[src/rtl/axis_vol_ramp.sv]
// Stereo AXIS volume stage: Q2.6 gain multiply, 24-bit saturation, clip pulse.
// Optional zipper-free gain ramping is enabled by defining VOL_RAMP_EN.
module axis_vol_ramp #(
  parameter int unsigned DATA_WIDTH = 24,
  parameter int unsigned GAIN_WIDTH = 8,
  parameter int unsigned RAMP_DIV   = 256
) (
  input  logic                  clk,
  input  logic                  rst_n,
  input  logic [GAIN_WIDTH-1:0] gain_tgt,
  input  logic                  mute,
  input  logic                  axis_in_valid,
  output logic                  axis_in_ready,
  input  logic [DATA_WIDTH-1:0] axis_in_lc,
  input  logic [DATA_WIDTH-1:0] axis_in_rc,
  output logic                  axis_out_valid,
  input  logic                  axis_out_ready,
  output logic [DATA_WIDTH-1:0] axis_out_lc,
  output logic [DATA_WIDTH-1:0] axis_out_rc,
  output logic [GAIN_WIDTH-1:0] gain_cur,
  output logic                  clip
);

  localparam int unsigned PW   = DATA_WIDTH + GAIN_WIDTH + 1;
  localparam int unsigned FRAC = GAIN_WIDTH - 2;

  logic [GAIN_WIDTH-1:0] gain_m, gain_s;
  logic                  mute_m, mute_s;
  logic [GAIN_WIDTH-1:0] tgt_eff;
  logic                  adv, accept;
  logic                  v1;
  logic [PW-1:0]         p1_lc, p1_rc;
  logic [DATA_WIDTH:0]   sat_lc, sat_rc;

  // Signed sample times zero-extended gain, full precision.
  function automatic logic [PW-1:0] scale(input logic [DATA_WIDTH-1:0] x,
                                          input logic [GAIN_WIDTH-1:0] g);
    logic signed [PW-1:0] xe, ge;
    xe = $signed({{(PW-DATA_WIDTH){x[DATA_WIDTH-1]}}, x});
    ge = $signed({{(PW-GAIN_WIDTH){1'b0}}, g});
    return PW'(xe * ge);
  endfunction

  // Drop the fraction (floor) and clamp; MSB of the result flags saturation.
  function automatic logic [DATA_WIDTH:0] saturate(input logic [PW-1:0] p);
    logic signed [PW-1:0] q;
    logic [DATA_WIDTH:0]  r;
    q = $signed(p) >>> FRAC;
    if (q[PW-1:DATA_WIDTH-1] == '0 || q[PW-1:DATA_WIDTH-1] == '1)
      r = {1'b0, q[DATA_WIDTH-1:0]};
    else if (q[PW-1])
      r = {1'b1, 1'b1, {(DATA_WIDTH-1){1'b0}}};
    else
      r = {1'b1, 1'b0, {(DATA_WIDTH-1){1'b1}}};
    return r;
  endfunction

  // Switch inputs are asynchronous; two-flop synchronisers.
  always_ff @(posedge clk or negedge rst_n) begin
    if (!rst_n) begin
      gain_m <= '0;
      gain_s <= '0;
      mute_m <= 1'b0;
      mute_s <= 1'b0;
    end else begin
      gain_m <= gain_tgt;
      gain_s <= gain_m;
      mute_m <= mute;
      mute_s <= mute_m;
    end
  end

  assign tgt_eff       = mute_s ? '0 : gain_s;
  assign adv           = !axis_out_valid || axis_out_ready;
  assign axis_in_ready = adv;
  assign accept        = axis_in_valid && adv;
  assign sat_lc        = saturate(p1_lc);
  assign sat_rc        = saturate(p1_rc);

  always_ff @(posedge clk or negedge rst_n) begin
    if (!rst_n) begin
      v1             <= 1'b0;
      p1_lc          <= '0;
      p1_rc          <= '0;
      axis_out_valid <= 1'b0;
      axis_out_lc    <= '0;
      axis_out_rc    <= '0;
      clip           <= 1'b0;
    end else begin
      clip <= 1'b0;
      if (adv) begin
        v1 <= axis_in_valid;
        if (axis_in_valid) begin
          p1_lc <= scale(axis_in_lc, gain_cur);
          p1_rc <= scale(axis_in_rc, gain_cur);
        end
        axis_out_valid <= v1;
        if (v1) begin
          axis_out_lc <= sat_lc[DATA_WIDTH-1:0];
          axis_out_rc <= sat_rc[DATA_WIDTH-1:0];
          clip        <= sat_lc[DATA_WIDTH] || sat_rc[DATA_WIDTH];
        end
      end
    end
  end

`ifdef VOL_RAMP_EN
  localparam int unsigned CW = (RAMP_DIV > 1) ? $clog2(RAMP_DIV) : 1;

  typedef enum logic {HOLD, RAMP} state_t;
  state_t        state;
  logic [CW-1:0] cnt;

  // Step one LSB toward the target every RAMP_DIV accepted beats.
  always_ff @(posedge clk or negedge rst_n) begin
    if (!rst_n) begin
      state    <= HOLD;
      cnt      <= '0;
      gain_cur <= '0;
    end else begin
      case (state)
        HOLD: begin
          if (gain_cur != tgt_eff) begin
            state <= RAMP;
            cnt   <= '0;
          end
        end
        RAMP: begin
          if (gain_cur == tgt_eff) begin
            state <= HOLD;
          end else if (accept) begin
            if (cnt == CW'(RAMP_DIV - 1)) begin
              cnt      <= '0;
              gain_cur <= (gain_cur < tgt_eff) ? gain_cur + GAIN_WIDTH'(1)
                                               : gain_cur - GAIN_WIDTH'(1);
            end else begin
              cnt <= cnt + CW'(1);
            end
          end
        end
        default: state <= HOLD;
      endcase
    end
  end
`else
  always_ff @(posedge clk or negedge rst_n) begin
    if (!rst_n) gain_cur <= '0;
    else        gain_cur <= tgt_eff;
  end

  logic unused_accept;
  assign unused_accept = accept;
`endif

endmodule

[config.mk]
export PLATFORM = sky130hd
export DESIGN_NAME = axis_vol_ramp
export DESIGN_NICKNAME = d
export VERILOG_FILES = /design/src/rtl/axis_vol_ramp.sv
export SDC_FILE = /design/constraint.sdc
export NUM_CORES = 1
export LEC_CHECK = 0
export CAP_MARGIN = 15
export CORE_ASPECT_RATIO = 1.75
export CORE_MARGIN = 4
export CORE_UTILIZATION = 54
export CTS_CLUSTER_SIZE = 30
export DETAILED_ROUTE_END_ITERATION = 12
export GPL_TIMING_DRIVEN = 0
export MAX_ROUTING_LAYER = met4
export PLACE_DENSITY = 0.74
export SYNTH_ARGS = -nofsm -noshare
export SYNTH_HDL_FRONTEND = slang
export SYNTH_SLANG_ARGS = --single-unit
[constraint.sdc]
create_clock -name clk -period 13 [get_ports clk]
set_input_delay 2.6 -clock clk [delete_from_list [all_inputs] [get_ports clk]]
set_output_delay 2.6 -clock clk [all_outputs]
set_load 0.005 [all_outputs]
## After elaboration in Yosys (flattened, before gate mapping)

Index checks and enable logic that the tools add are counted.

- Add/sub/neg operators: 0
- Multiply operators: 2
- Divide/modulo/power cells: 0
- Magnitude comparators: 0
- Equality and inequality tests: 2
- Shift-type cells: 0
- Multiplexer cells: 7
- Bitwise operators: 0
- Reductions and logical operators: 9

Operator list:

| kind | number |
|---|---|
| multiplier 24 x 9 -> 33 bit | 2 |
| two-way mux 25 bit | 2 |
| two-way mux 24 bit | 2 |
| == test 10 bit (second input constant) | 2 |
| zero test 10 bit | 2 |
| two-way mux 8 bit | 1 |
| logical OR 1 bit | 4 |
| AND reduction 2 bit | 2 |
| two-way mux 1 bit | 2 |
| zero test 1 bit | 1 |

- Register bits: 143
- Bits in latches: 0
- Bits in writable memories: 0
- Memory bits (read-only): 0
- Input bits: 61
- Output and inout port bits: 59
- Memories kept: 0

## Logic depth before layout (Yosys ltp)

- Depth in word-level cells: 6
- Gate-level depth with buffers: 20
- Gate-level depth less buffers: 19

## Least setup slack after synthesis

Ideal clock, no wire load.

- Path type: input to register
- Start point: input port axis_in_lc[23]
- End point: register p1_lc[29]
- Data arrival time: 6896 ps
- Path slack: 6009 ps
- Cell stages on the path: 17
- Cell sequence: clkbuf_1 -> nand2_1 -> fa_1 -> fa_1 -> inv_1 -> fa_1 -> inv_1 -> fa_1 -> inv_1 -> ha_1 -> nand4_1 -> or4_1 -> a21oi_1 -> o221ai_2 -> a21boi_1 -> nor3_1 -> o31ai_1

- Word-level cells in the longest chain between the ends: 1

Ends and longest elaborated chain:

| item | line | source |
|---|---|---|
| from (decl) | 14 | `input logic [DATA_WIDTH-1:0] axis_in_lc,` |
| multiplier 24 x 9 -> 33 bit | 41 | `return PW'(xe * ge);` |
| to (signal assigned) | 94 | `p1_lc <= scale(axis_in_lc, gain_cur);` |
| to (decl) | 32 | `logic [PW-1:0] p1_lc, p1_rc;` |

Every way passes these cells.
A chain may end at the register's enable or synchronous reset.

## Final worst setup path

- Start point: input port axis_in_lc[16]
- End point: register p1_lc[25]

Same word-level chain as after synthesis.

==> results <==
- The remaining design rule violation count is 0.
- The number of global-route vias before repair is 14700.
- The maximum frequency from static timing analysis is 134 MHz.
- STA classifies the critical path endpoint as a flop.
- The endpoint identified for the worst register-to-register timing path is p1_rc[32].
- The initial antenna violation count is 0.
- The setup path with the least slack is of type input port to flop.
- The cell type with the highest aggregate area in the netlist is sky130_fd_sc_hd__fa_1.
- The kind of path behind the tightest hold check is flop to flop.
- The total count of hold-check failures in the final report is 0.
- The area fraction in and, or, nand and nor cells after synthesis is 17.0%.
- The worst stage delay on the critical path is 0.65 ns.
- The synthesized netlist devotes 8.31% of its cell area to compound gates.
- Summed over its instances, the top area cell type makes up 33.6% of the synthesized netlist area.
- The initialized floorplan defines 87 standard-cell rows.
- The net count after synthesis is 2480.
- Summed over all cells, the static leakage comes to 10.1 nW.
- Clock tree synthesis selected as its root buffer the cell sky130_fd_sc_hd__clkbuf_16.
- Sorting the synthesized cells by area gives the leading types as sky130_fd_sc_hd__fa_1 (34%), sky130_fd_sc_hd__dfrtp_1 (18%), sky130_fd_sc_hd__inv_1 (9.2%), sky130_fd_sc_hd__ha_1 (8.8%), sky130_fd_sc_hd__nand2_1 (6.9%).
- After floorplanning, the core was sized to cover 32300 um^2.
- The count of synthesis-stage warnings from yosys is 0.
- During I/O placement, the number of pins put on the boundary was 120.
- The initial core utilization is 54.8%.
- The repair_antennas step left the layout with diodes totalling 0.
- The number of routed nets with antenna violations is 0.
- Summing the areas of all fa, ha and maj instances in the mapped netlist gives 42.4% of the synthesized area.
- The total wirelength of the detailed-routed design is 46.8 mm.
- Synthesis handed over a netlist of 1997 instances.
- The die boundary width is 145 um.
- The headroom to the max-slew limit is 41.0%.
- The maximum fanout along the worst path is 8.
- TritonCTS created 17 clock buffers.
- Setup violations remaining at the end of the flow were counted as 0.
- The total track usage is 27.7%.
- The path with the worst hold slack has its endpoint at gain_s[5].
- The portion of the clock cycle consumed by the worst path in the final layout is 57.5%.
- The part of the Yosys area used for sequential elements is 18.5%.
- The floorplan step set the die height to 248 um.
- VDD sags by at most 0.107 mV.
- The violation count after the first detailed-route iteration is 766.
- The count of vias placed by the detailed router is 13800.
- Relative to the synthesized area, the layout overhead comes to 13.2%.
- The tool flagged a number of max-cap violations equal to 0.
- The clock latency reported for the late side of the worst-skew pair is 0.45 ns.
- In the final routed layout, each cell accounts on average for 18.4 um.
- The largest net degree at the start of global routing is 104.
- The fraction of registers with async set/reset is 100%.
- STA puts the critical path data required time at 13.29 ns.
- Across all register-to-register paths, the minimum setup slack is 6.76 ns.
- Summing the areas of all xor and xnor instances in the mapped netlist gives 2.67% of the synthesized area.
- The run finished with clean final reports.
- The total count of max-transition violations in the final report is 0.
- The clock-pin slew of the registers on the worst-case setup and hold paths is 0.07 ns.
- The launch instance of the worst min-delay path is gain_m[5].
- TritonCTS built the clock tree.
- In the synthesized netlist, mux cells make up 0.367% of the area.
- Counting instances, the worst hold path has a depth of 0.
- The cell count of the worst reg-to-reg path is 19.
- The slew at the pin closest to its max-slew limit is 0.885 ns.
- The die covers 35900 um^2.
- By area, the combinational part of the netlist is dominated by adder cells.
- Grouping stages by cell kind, the critical path spends the most delay in adder cells.
- The CTS H-tree depth is 4.
- The total overflow left after global routing is 0.
- The number of buffers on the longest clock path is 2.
- The most common cell in the synthesized netlist is sky130_fd_sc_hd__inv_1.
- The clock net in this run drives a total of 131 sinks.
- The layout net count is 2617.
- The layout filler cell count is 2789.
- In the routed layout, each cell is associated on average with a via count of 5.41.
- The signal on the critical path passes through clkdlybuf4s50_1, nand2_1, fa_1, inv_1, fa_1, fa_1, inv_1, fa_1, inv_1, ha_1, buf_2, nand3_1, nor3_1, nand3b_1, a31oi_1, o21ai_1, o21ba_2, mux2i_1, o311ai_1.
- The global-route wire length before repair is 75.6 mm.
- Port buffering added 117 buffers.
- In this run the power density over the cells is 139 nW/um^2.
- The cts-stage hold buffer count is 0.
- The detailed placement HPWL is 39.0 mm.
- Overall power consumption after layout is estimated at 2.79 mW.
- Among all flip-flop cells after synthesis, the most frequent one is sky130_fd_sc_hd__dfrtp_1.
- At the worst endpoint, the arrival time is 7.76 ns.
- Cells with a size suffix above 1 make up 2.33% of the layout.
- The total standard cell area after synthesis is 17700 um^2.
- The cell repeated most along the worst path is sky130_fd_sc_hd__fa_1.
- Counting flops with a built-in enable in the synthesized netlist gives 0.
- The commonest cells after synthesis are sky130_fd_sc_hd__inv_1 (434), sky130_fd_sc_hd__nand2_1 (327), sky130_fd_sc_hd__fa_1 (298).
- STA classifies the critical path startpoint as an input port.
- The accumulated negative setup slack is 0 ns.
- The final weighted congestion in routability-driven placement is 0.936.
- In this run the critical register-to-register path is launched from gain_cur[1].
- In this run the post-CTS setup repair buffer count came out at 0.
- The first TritonRoute pass finished after 5 iterations.
- A synthesized cell averages 8.88 um^2.
- The slowest stage of the critical path belongs to the cell sky130_fd_sc_hd__clkdlybuf4s50_1.
- After layout, the minimum clock period comes to 7.47 ns.
- The number of different library cells in the post-synthesis netlist is 63.
- After clock tree synthesis, the repair step resized 0 gates.
- For the final database, setup skew stands at 0.0157 ns.
- Counting flops and latches in the post-synthesis netlist gives 131.
- Setup repair after global routing left no endpoint under its margin.
- Together, buffers and inverters on the worst path number 5.
==> flip-flops by register name, indices dropped and copies added, names as in the netlist <==
signal	count
clip	1
gain_m	8
gain_cur	8
mute_s	1
p1_lc	27
mute_m	1
p1_rc	27
v1	1
axis_out_valid	1
gain_s	8
axis_out_rc	24
axis_out_lc	24
==> layout make-up <==
class | instances | area, um^2 | area share (%)
timing repair buffer | 118 | 1200 | 5.98
tap | 400 | 500 | 2.49
multi-input combinational | 1360 | 12500 | 62.5
clock inverter | 15 | 218 | 1.08
buffer | 71 | 278 | 1.38
inverter | 435 | 1630 | 8.13
clock buffer | 17 | 425 | 2.12
sequential | 131 | 3280 | 16.3
==> worst register-to-register path, delay by kind of cell, from the launching register on <==
family	cells	cell delay, ns
adders and majority gates	5	2.64
AOI/OAI and AO/OA	6	1.15
and+or+nand+nor	2	0.49
buffers and inverters	6	1.37
DFF	1	0.48
==> power breakdown <==
| group | switching (mW) | internal, mW | total [mW] |
|---|---|---|---|
| sequential | 0.0992 | 0.569 | 0.668 |
| combinational | 0.893 | 0.689 | 1.58 |
| clock | 0.211 | 0.327 | 0.538 |
==> worst max path at each step <==
stage / from / to / depth (start not counted)
3_3_place_gp: rst_n / p1_rc[27] / 1
6_report: axis_in_lc[16] / p1_lc[25] / 19
5_1_grt: axis_in_lc[15] / p1_lc[29] / 18
3_5_place_dp: axis_in_lc[22] / p1_lc[29] / 17
2_1_floorplan: axis_in_lc[23] / p1_lc[29] / 17
4_1_cts: axis_in_lc[16] / p1_lc[25] / 19
==> routing by layer <==
metal	share of wire [%]	GRT usage, %	vias up
met3	4.9	3.54	141
li1	-	-	6316
met5	0	-	-
met4	6.4	15.1	0
met2	51	48.6	449
met1	37	30.7	6868
==> cell families after synthesis <==
group                    after synthesis
AO/OA/AOI/OAI                        243
XOR/XNOR                              54
adder cells (fa/ha/maj)              422
buffers and inverters                506
flip-flops                           131
multiplexers                           6
AND/OR/NAND/NOR                      635
==> placed cells by master (no fill, tap or decap), types with 19 or more instances in the layout <==
cell	n
sky130_fd_sc_hd__a21o_1	19
sky130_fd_sc_hd__a21oi_1	87
sky130_fd_sc_hd__and2_1	177
sky130_fd_sc_hd__clkbuf_1	66
sky130_fd_sc_hd__clkdlybuf4s50_1	116
sky130_fd_sc_hd__dfrtp_1	131
sky130_fd_sc_hd__fa_1	298
sky130_fd_sc_hd__ha_1	124
sky130_fd_sc_hd__inv_1	434
sky130_fd_sc_hd__nand2_1	327
sky130_fd_sc_hd__nor2_1	62
sky130_fd_sc_hd__o21ai_0	38
sky130_fd_sc_hd__o21ai_1	33
sky130_fd_sc_hd__xnor2_1	37
==> stage by stage <==
step | hold WS [ns] | worst slack (ns) | utilization (%) | area [um^2] | instances
detailed placement | 0.338 | 5.14 | 60.1 | 19400 | 2515
floorplan | 0.331 | 6.01 | - | 17700 | 1997
global placement | 0.333 | 4.25 | 60.0 | 19400 | 2514
CTS | 0.354 | 5.59 | 62.1 | 20100 | 2547
finish | 0.350 | 5.53 | 62.1 | 20100 | 2547
global route | 0.359 | 5.22 | 62.1 | 20100 | 2547
No activity file was read; power rests on OpenSTA's default activity.
